===== src/rtl/fifo_arb_pkg.sv =====
// Shared encodings and width helpers for the FIFO write-port arbiter.
// No logic; constants and elaboration-time functions only.
// No flow control of its own.
package fifo_arb_pkg;

    // Arbiter FSM encoding
    localparam logic [0:0] ST_IDLE  = 1'b0;
    localparam logic [0:0] ST_BURST = 1'b1;

    // Requester index width: clog2(N_REQ), never below one bit
    function automatic int req_w(input int n_req);
        return (n_req < 2) ? 1 : $clog2(n_req);
    endfunction

    // Burst counter width: must hold MAX_BURST itself without wrapping
    function automatic int cnt_w(input int max_burst);
        return $clog2(max_burst + 1);
    endfunction

endpackage


===== src/rtl/fifo_rr_pick.sv =====
// Rotating-priority picker: first asserted req scanning ptr+1, ptr+2, ... mod N_REQ.
// Purely combinational, zero latency.
// No backpressure; the caller decides when the winner is consumed.
module fifo_rr_pick
    import fifo_arb_pkg::*;
#(
    parameter int  N_REQ = 4,
    localparam int REQ_W = req_w(N_REQ)
) (
    input  logic [N_REQ-1:0] req,
    input  logic [REQ_W-1:0] ptr,
    output logic [REQ_W-1:0] winner,
    output logic             any_req
);

    logic [REQ_W-1:0] idx;

    // Walk the ring starting just after ptr; modulo keeps non-power-of-2 counts correct
    always_comb begin
        winner  = '0;
        any_req = 1'b0;
        idx     = '0;
        for (int i = 1; i <= N_REQ; i++) begin
            idx = REQ_W'((int'(ptr) + i) % N_REQ);
            if (!any_req && req[idx]) begin
                any_req = 1'b1;
                winner  = idx;
            end
        end
    end

endmodule


===== src/rtl/fifo_wr_arb.sv =====
// Round-robin owner of one FIFO write port shared by N_REQ requesters, bounded bursts.
// Grant one cycle after request; words then pass combinationally (req -> fifo_we/ack).
// fifo_full stalls the owner in place: no write, no count, grant held.
module fifo_wr_arb
    import fifo_arb_pkg::*;
#(
    parameter int  N_REQ     = 4,
    parameter int  DW        = 8,
    parameter int  MAX_BURST = 4,
    localparam int REQ_W     = req_w(N_REQ),
    localparam int CNT_W     = cnt_w(MAX_BURST)
) (
    input  logic                clk,
    input  logic                rst,
    input  logic                clr,
    input  logic [N_REQ-1:0]    req,
    input  logic [N_REQ-1:0]    last,
    input  logic [N_REQ*DW-1:0] din,
    output logic [N_REQ-1:0]    gnt,
    output logic [N_REQ-1:0]    ack,
    output logic                fifo_we,
    output logic [DW-1:0]       fifo_din,
    input  logic                fifo_full,
    output logic [REQ_W-1:0]    owner,
    output logic                busy
);

    logic [0:0]       state;
    logic [CNT_W-1:0] burst_cnt;
    logic [CNT_W-1:0] cnt_inc;
    logic [REQ_W-1:0] ptr;
    logic [REQ_W-1:0] pick_winner;
    logic             pick_any;
    logic             owner_req;
    logic             owner_last;
    logic             end_burst;

    fifo_rr_pick #(
        .N_REQ (N_REQ)
    ) u_pick (
        .req     (req),
        .ptr     (ptr),
        .winner  (pick_winner),
        .any_req (pick_any)
    );

    assign busy       = (state == ST_BURST);
    assign owner_req  = req[owner];
    assign owner_last = last[owner];
    assign cnt_inc    = burst_cnt + CNT_W'(1);

    // A word is written only while owning, requesting, not full and not being cleared
    assign fifo_we  = busy & owner_req & ~fifo_full & ~clr;
    assign fifo_din = din[owner*DW +: DW];

    // Burst ends on a dropped request, or on an accepted word that is last or fills the quota
    assign end_burst = ~owner_req |
                       (fifo_we & (owner_last | (cnt_inc == CNT_W'(MAX_BURST))));

    // Acknowledge only the owner, and only for a word actually written
    always_comb begin
        ack = '0;
        if (fifo_we) begin
            ack[owner] = 1'b1;
        end
    end

    // Grant FSM; clear outranks every transition and also resets the rotation pointer
    always_ff @(posedge clk or negedge rst) begin
        if (!rst) begin
            state     <= ST_IDLE;
            gnt       <= '0;
            owner     <= '0;
            burst_cnt <= '0;
            ptr       <= REQ_W'(N_REQ - 1);
        end else if (clr) begin
            state     <= ST_IDLE;
            gnt       <= '0;
            owner     <= '0;
            burst_cnt <= '0;
            ptr       <= REQ_W'(N_REQ - 1);
        end else begin
            case (state)
                ST_IDLE: begin
                    if (pick_any) begin
                        state     <= ST_BURST;
                        gnt       <= {{(N_REQ-1){1'b0}}, 1'b1} << pick_winner;
                        owner     <= pick_winner;
                        burst_cnt <= '0;
                    end
                end
                default: begin
                    if (fifo_we) begin
                        burst_cnt <= cnt_inc;
                    end
                    if (end_burst) begin
                        state <= ST_IDLE;
                        gnt   <= '0;
                        owner <= '0;
                        ptr   <= owner;
                    end
                end
            endcase
        end
    end

endmodule


===== config.mk =====
export PLATFORM = sky130hd
export DESIGN_NAME = fifo_wr_arb
export DESIGN_NICKNAME = d
export VERILOG_FILES = /design/src/rtl/fifo_arb_pkg.sv /design/src/rtl/fifo_rr_pick.sv /design/src/rtl/fifo_wr_arb.sv
export SDC_FILE = /design/constraint.sdc
export NUM_CORES = 1
export LEC_CHECK = 0
export CORE_MARGIN = 2
export CORE_UTILIZATION = 37
export CTS_CLUSTER_DIAMETER = 80
export DETAILED_ROUTE_END_ITERATION = 8
export HOLD_SLACK_MARGIN = 0.05
export PLACE_DENSITY = 0.9
export SETUP_SLACK_MARGIN = 0.4
export SLEW_MARGIN = 40
export SYNTH_ARGS = -nofsm -noshare
export SYNTH_HDL_FRONTEND = slang
export SYNTH_SLANG_ARGS = --single-unit

===== constraint.sdc =====
create_clock -name clk -period 2.65 [get_ports clk]
set_clock_uncertainty 0.15 [all_clocks]
set_input_delay 0.6625 -clock clk [delete_from_list [all_inputs] [get_ports clk]]
set_output_delay 0.6625 -clock clk [all_outputs]
set_load 0.01 [all_outputs]

# Word level (Yosys, flattened, before mapping)
# Index checks and enable logic that the tools add are counted.
word_totals:
  register_bits: 12
  latch_bits: 0
  mem_bits_rw: 0
  rom_bits: 0
  input_bits: 44
  output_inout_bits: 20
  word_cells: 85
  n_memories: 0
classes:
  addsub: 5
  n_mul: 0
  n_div: 0
  magnitude_cmp: 6
  n_eq_ne: 3
  n_shift: 2
  n_mux: 42
  n_bitwise: 9
  reduce_logical: 13
op_table:
  columns: ["operator", "n"]
  rows:
  - ["indexed part select 32 x 6 -> 8 bit", 1]
  - ["two-way mux 2 bit", 11]
  - ["two-way mux 4 bit", 5]
  - ["< comparator 2 x 3 -> 1 bit (second input constant)", 5]
  - ["two-way mux 1 bit", 15]
  - ["binary-select mux 1 bit (select 2 bit)", 6]
  - ["two-way mux 3 bit", 4]
  - ["AND reduction 2 bit", 3]
  - ["adder 2 x 1 -> 2 bit (second input constant)", 2]
  - ["adder 2 bit (second input constant)", 2]
  - ["bitwise AND 1 bit", 4]
  - ["logical AND 1 bit", 4]
  - ["nonzero test 2 bit", 2]
  - ["<< shifter 1 x 2 -> 4 bit (first input constant)", 1]
  - ["adder 3 x 1 -> 3 bit (second input constant)", 1]
  - ["== test 3 bit (second input constant)", 1]
  - ["logical NOT 1 bit", 3]
  - ["inequality test 3 x 2 -> 1 bit (second input constant)", 1]
  - ["inequality test 3 bit (second input constant)", 1]
  - ["NOT 1 bit", 3]
  - ["nonzero test 3 bit", 1]
  - ["demux 1 bit (select 2 bit)", 1]
  - [">= comparator 2 x 1 -> 1 bit (second input constant)", 1]
  - ["bitwise OR 1 bit", 2]

# Logic depth before layout (Yosys ltp)
depth:
  ltp_word: 17
  depth_mapped: 6

# By module
# A second synthesis with hierarchy kept.
hier_totals:
  hier_cells: 96
  area_unflattened_um2: 1037.2
by_module_without_submodules:
  columns: ["mod", "n_inst", "cells_each", "area_each_um2", "seq_area_each_um2"]
  rows:
  - ["fifo_wr_arb", 1, 82, 945.9, 302.8]
  - ["fifo_rr_pick", 1, 14, 91.3, 0.0]

# Least setup slack after synthesis
# No wires, ideal clock.
synth_path:
  path_type: "in2out"
  start: "in req[3]"
  end: "out ack[2]"
  t_arrival_ns: 1.624
  slack_ns: 0.214
  stages: 4
  n_path_buf: 0
  path_cell_list: "mux4_2 -> nand3_2 -> inv_1 -> and3_1"
synth_between:
  elab_chain_len: 6
synth_rtl:
  columns: ["item", "line_no", "rtl"]
  rows:
  - ["from (decl)", "fifo_wr_arb.sv:16", "input logic [N_REQ-1:0] req,"]
  - ["binary-select mux 1 bit (select 2 bit)", "fifo_wr_arb.sv:48", "assign owner_req = req[owner];"]
  - ["two-way mux 1 bit (not written as such)", "fifo_wr_arb.sv:48", null]
  - ["bitwise AND 1 bit (3 in series)", "fifo_wr_arb.sv:53", "assign fifo_we = busy & owner_req & ~fifo_full & ~clr;"]
  - ["via fifo_we", "fifo_wr_arb.sv:21", "output logic fifo_we,"]
  - ["two-way mux 4 bit", "fifo_wr_arb.sv:63", "if (fifo_we) begin"]
  - ["to (decl)", "fifo_wr_arb.sv:20", "output logic [N_REQ-1:0] ack,"]
# The timed path passes the listed nets, and every way through them passes these cells. The select of a mux whose other input is x is not followed.

# Worst setup path after layout
layout_path:
  start: "in req[3]"
  end: "out ack[2]"
layout_between:
  elab_chain_len: 6
layout_rtl:
  columns: ["item", "line_no"]
  rows:
  - ["binary-select mux 1 bit (select 2 bit)", "fifo_wr_arb.sv:48"]
  - ["two-way mux 1 bit (not written as such)", "fifo_wr_arb.sv:48"]
  - ["bitwise AND 1 bit (3 in series)", "fifo_wr_arb.sv:53"]
  - ["two-way mux 4 bit", "fifo_wr_arb.sv:63"]
# Every way passes these cells. The select of a mux whose other input is x is not followed.

==> metrics.txt <==
Final Cycle Share 94.8%; status complete, no violations; clock sinks 12; Reg clk slew, reported paths 0.07 ns; die width 56.7 µm; CP Capture Type output port; First-pass DRT Iterations 4; area leader, netlist dfrtp_1; via/cell ratio 5.43; Worst Max-Slew Pin Slew 0.516 ns; Post-Route WL 3250 µm; worst path cell trace buf_6 -> mux4_2 -> nand3_2 -> inv_2 -> and3_4 -> buf_6; DR DRC count 0; Critical path buffers and inverters 3; synthesized flop and latch total 12; Max Freq 398 MHz; ys async rst share 100%; initial antenna violation count 0; vias in the first global route 1220; Critical Path RT 1.84 ns; synthesized area 1030 µm²; most frequent cells in the layout 32 x dlygate4sd2_1, 17 x buf_6, 15 x buf_4, 14 x nand2_1, 11 x clkdlybuf4s50_1; pre-CTS setup slack -0.586 ns; Leakage Power 0.852 nW; diode count 0; first-pass GRT wire length 5370 µm; syn_area_per_cell 10.3 µm²; Synthesized Nets 146; gpl congestion 0.841; CP delay by family, top multiplexers; Core Rows 19; GRT Total Usage 21.0%; dpl cells 203; final core occ 68.7%; Layout Cells excl Fill 212; PortBufs 63; CTS tree yes; top_reg_cell synth dfrtp_1; CP max-delay cell mux4_2; CP Launch Type input pin; Peak VDD IR 0.288 mV; Initial Utilization 38.3%; Max Cap Viol 0; post-route cell area 1850 µm²; pwr/cell area 347 nW/µm²; crit path kind input pin to output port; sequential-to-total area share from yosys stat 29.4%; CTS buffer count 3; critical path fanouts, max 4; # setup viols final 0; final hold violations 0; routed len/inst 15.3 µm; commonest non-fill, non-tap cell in the layout dlygate4sd2_1; Die ar. 3220 µm²; Top Ports 64; top post-synthesis cells by area dfrtp_1 24%, mux4_2 18%, o221ai_1 6.0%; Post-synth EDFFs 0; clock latency on the worst-skew pair 0.27 ns; largest net degree at the start of global routing 18; CP peak stage delay 0.51 ns; placed cell areas 1780 µm²; vias 1151; final setup margin 0.139 ns; DR iter-0 viols 22; Post-DP HPWL 2580 µm; htree depth 1; die height 56.7 µm; Hold WC Path Type flip-flop to flip-flop; total congestion overflow 0; Yosys cell types 35; synthesis-to-layout area growth 79.6%; Yosys top cell area share 24.3%; Worst slew margin 65.5%; unrepaired setup endpoints after global routing yes; layout cell share with drive strength beyond 1 34.8%; Max Root-Sink Buffers 2; root buffer cell clkbuf_4; CORE AREA 2690 µm²; nets 228; Period minus WS final 2.51 ns; Mapped Cells 100; Arrival @ worst endpoint 1.70 ns; # hold bufs at CTS 0; CP dominant cell by count buf_6; Max Slew Vio Count 0; Yosys warnings 0; Post-DRT Antenna Nets 0
-- cell families after synthesis --
group	count (synthesis)	synth area share, %
adder cells (fa/ha/maj)	2	2.43
buffers and inverters	15	6.69
flip-flops	12	29.4
AND/OR/NAND/NOR	36	20.2
AO/OA/AOI/OAI	23	18.1
multiplexers	12	23.1
-- layer usage --
| metal | global-route usage [%] | part of all wire (%) |
|---|---|---|
| met1 | 23.4 | 41 |
| met2 | 36.7 | 49 |
| met3 | 5.30 | 7.4 |
| met4 | 10.5 | 2.0 |
| met5 | 0 | 0 |
-- Yosys cell counts (all sizes together) (2+ instances only) --
master / instances
nor3: 3
nand3b: 2
mux4: 9
o221ai: 7
dfrtp: 10
a31oi: 2
inv: 10
ha: 2
mux2i: 2
nor2b: 3
nor2: 2
o21ai: 3
nand2b: 4
nand2: 14
a21oi: 3
buf: 5
dfstp: 2
and3: 3
-- through the flow --
stage          total power [W]  TNS [ns]  hold WS (ns)
5_1_grt               0.000676         0         0.380
3_5_place_dp          0.000500     -4.06         0.341
4_1_cts               0.000638         0         0.359
6_report              0.000641         0         0.354
3_3_place_gp          0.000491     -3.86         0.316
2_1_floorplan         0.000341         0         0.217
-- final timing paths --
kind,slack [ns],cells past startpoint,to,startpoint
worst max-delay path,0.14,6,ack[2],req[3]
worst min-delay path,0.35,2,burst_cnt[2],burst_cnt[2]
worst max register to register,0.57,6,gnt[2],owner[1]
worst min register to register,0.35,2,burst_cnt[2],burst_cnt[2]
max in group asynchronous,1.40,1,owner[0],rst
min in group asynchronous,0.57,1,gnt[1],rst
-- repair_timing --
item / in CTS / in global routing
buffers inserted: 3 / 2
setup endpoints to repair: 21 / 14
gates resized for setup: 126 / 4
pin swaps: 1 / 1
-- worst reg2reg max path: stages, from the launching register on --
cell and delay [ns]:
dfrtp_1 0.38, buf_4 0.13, buf_8 0.16, mux2_2 0.36
a2bb2oi_1 0.30, nand4b_2 0.26, o221ai_1 0.26
-- registers in the layout, indices dropped and copies added (netlist names) --
signal     flops
burst_cnt      3
busy           1
gnt            4
ptr            2
owner          2
-- cell type report --
cell class              instances  area (µm²)
multi-input cells              73         671
well taps                      31        38.8
inverters                      10        37.5
fillers                       209         840
flip-flops and latches         12         304
repair buffers                 82         759
clock buffers                   4        36.3
-- power by group --
group          switching, W  total [W]  internal [W]
clock network     0.0000601   0.000144     0.0000836
registers         0.0000152   0.000215      0.000200
logic              0.000114   0.000282      0.000168
total              0.000189   0.000641      0.000452
Note: power is estimated with default switching activity, not from simulation.
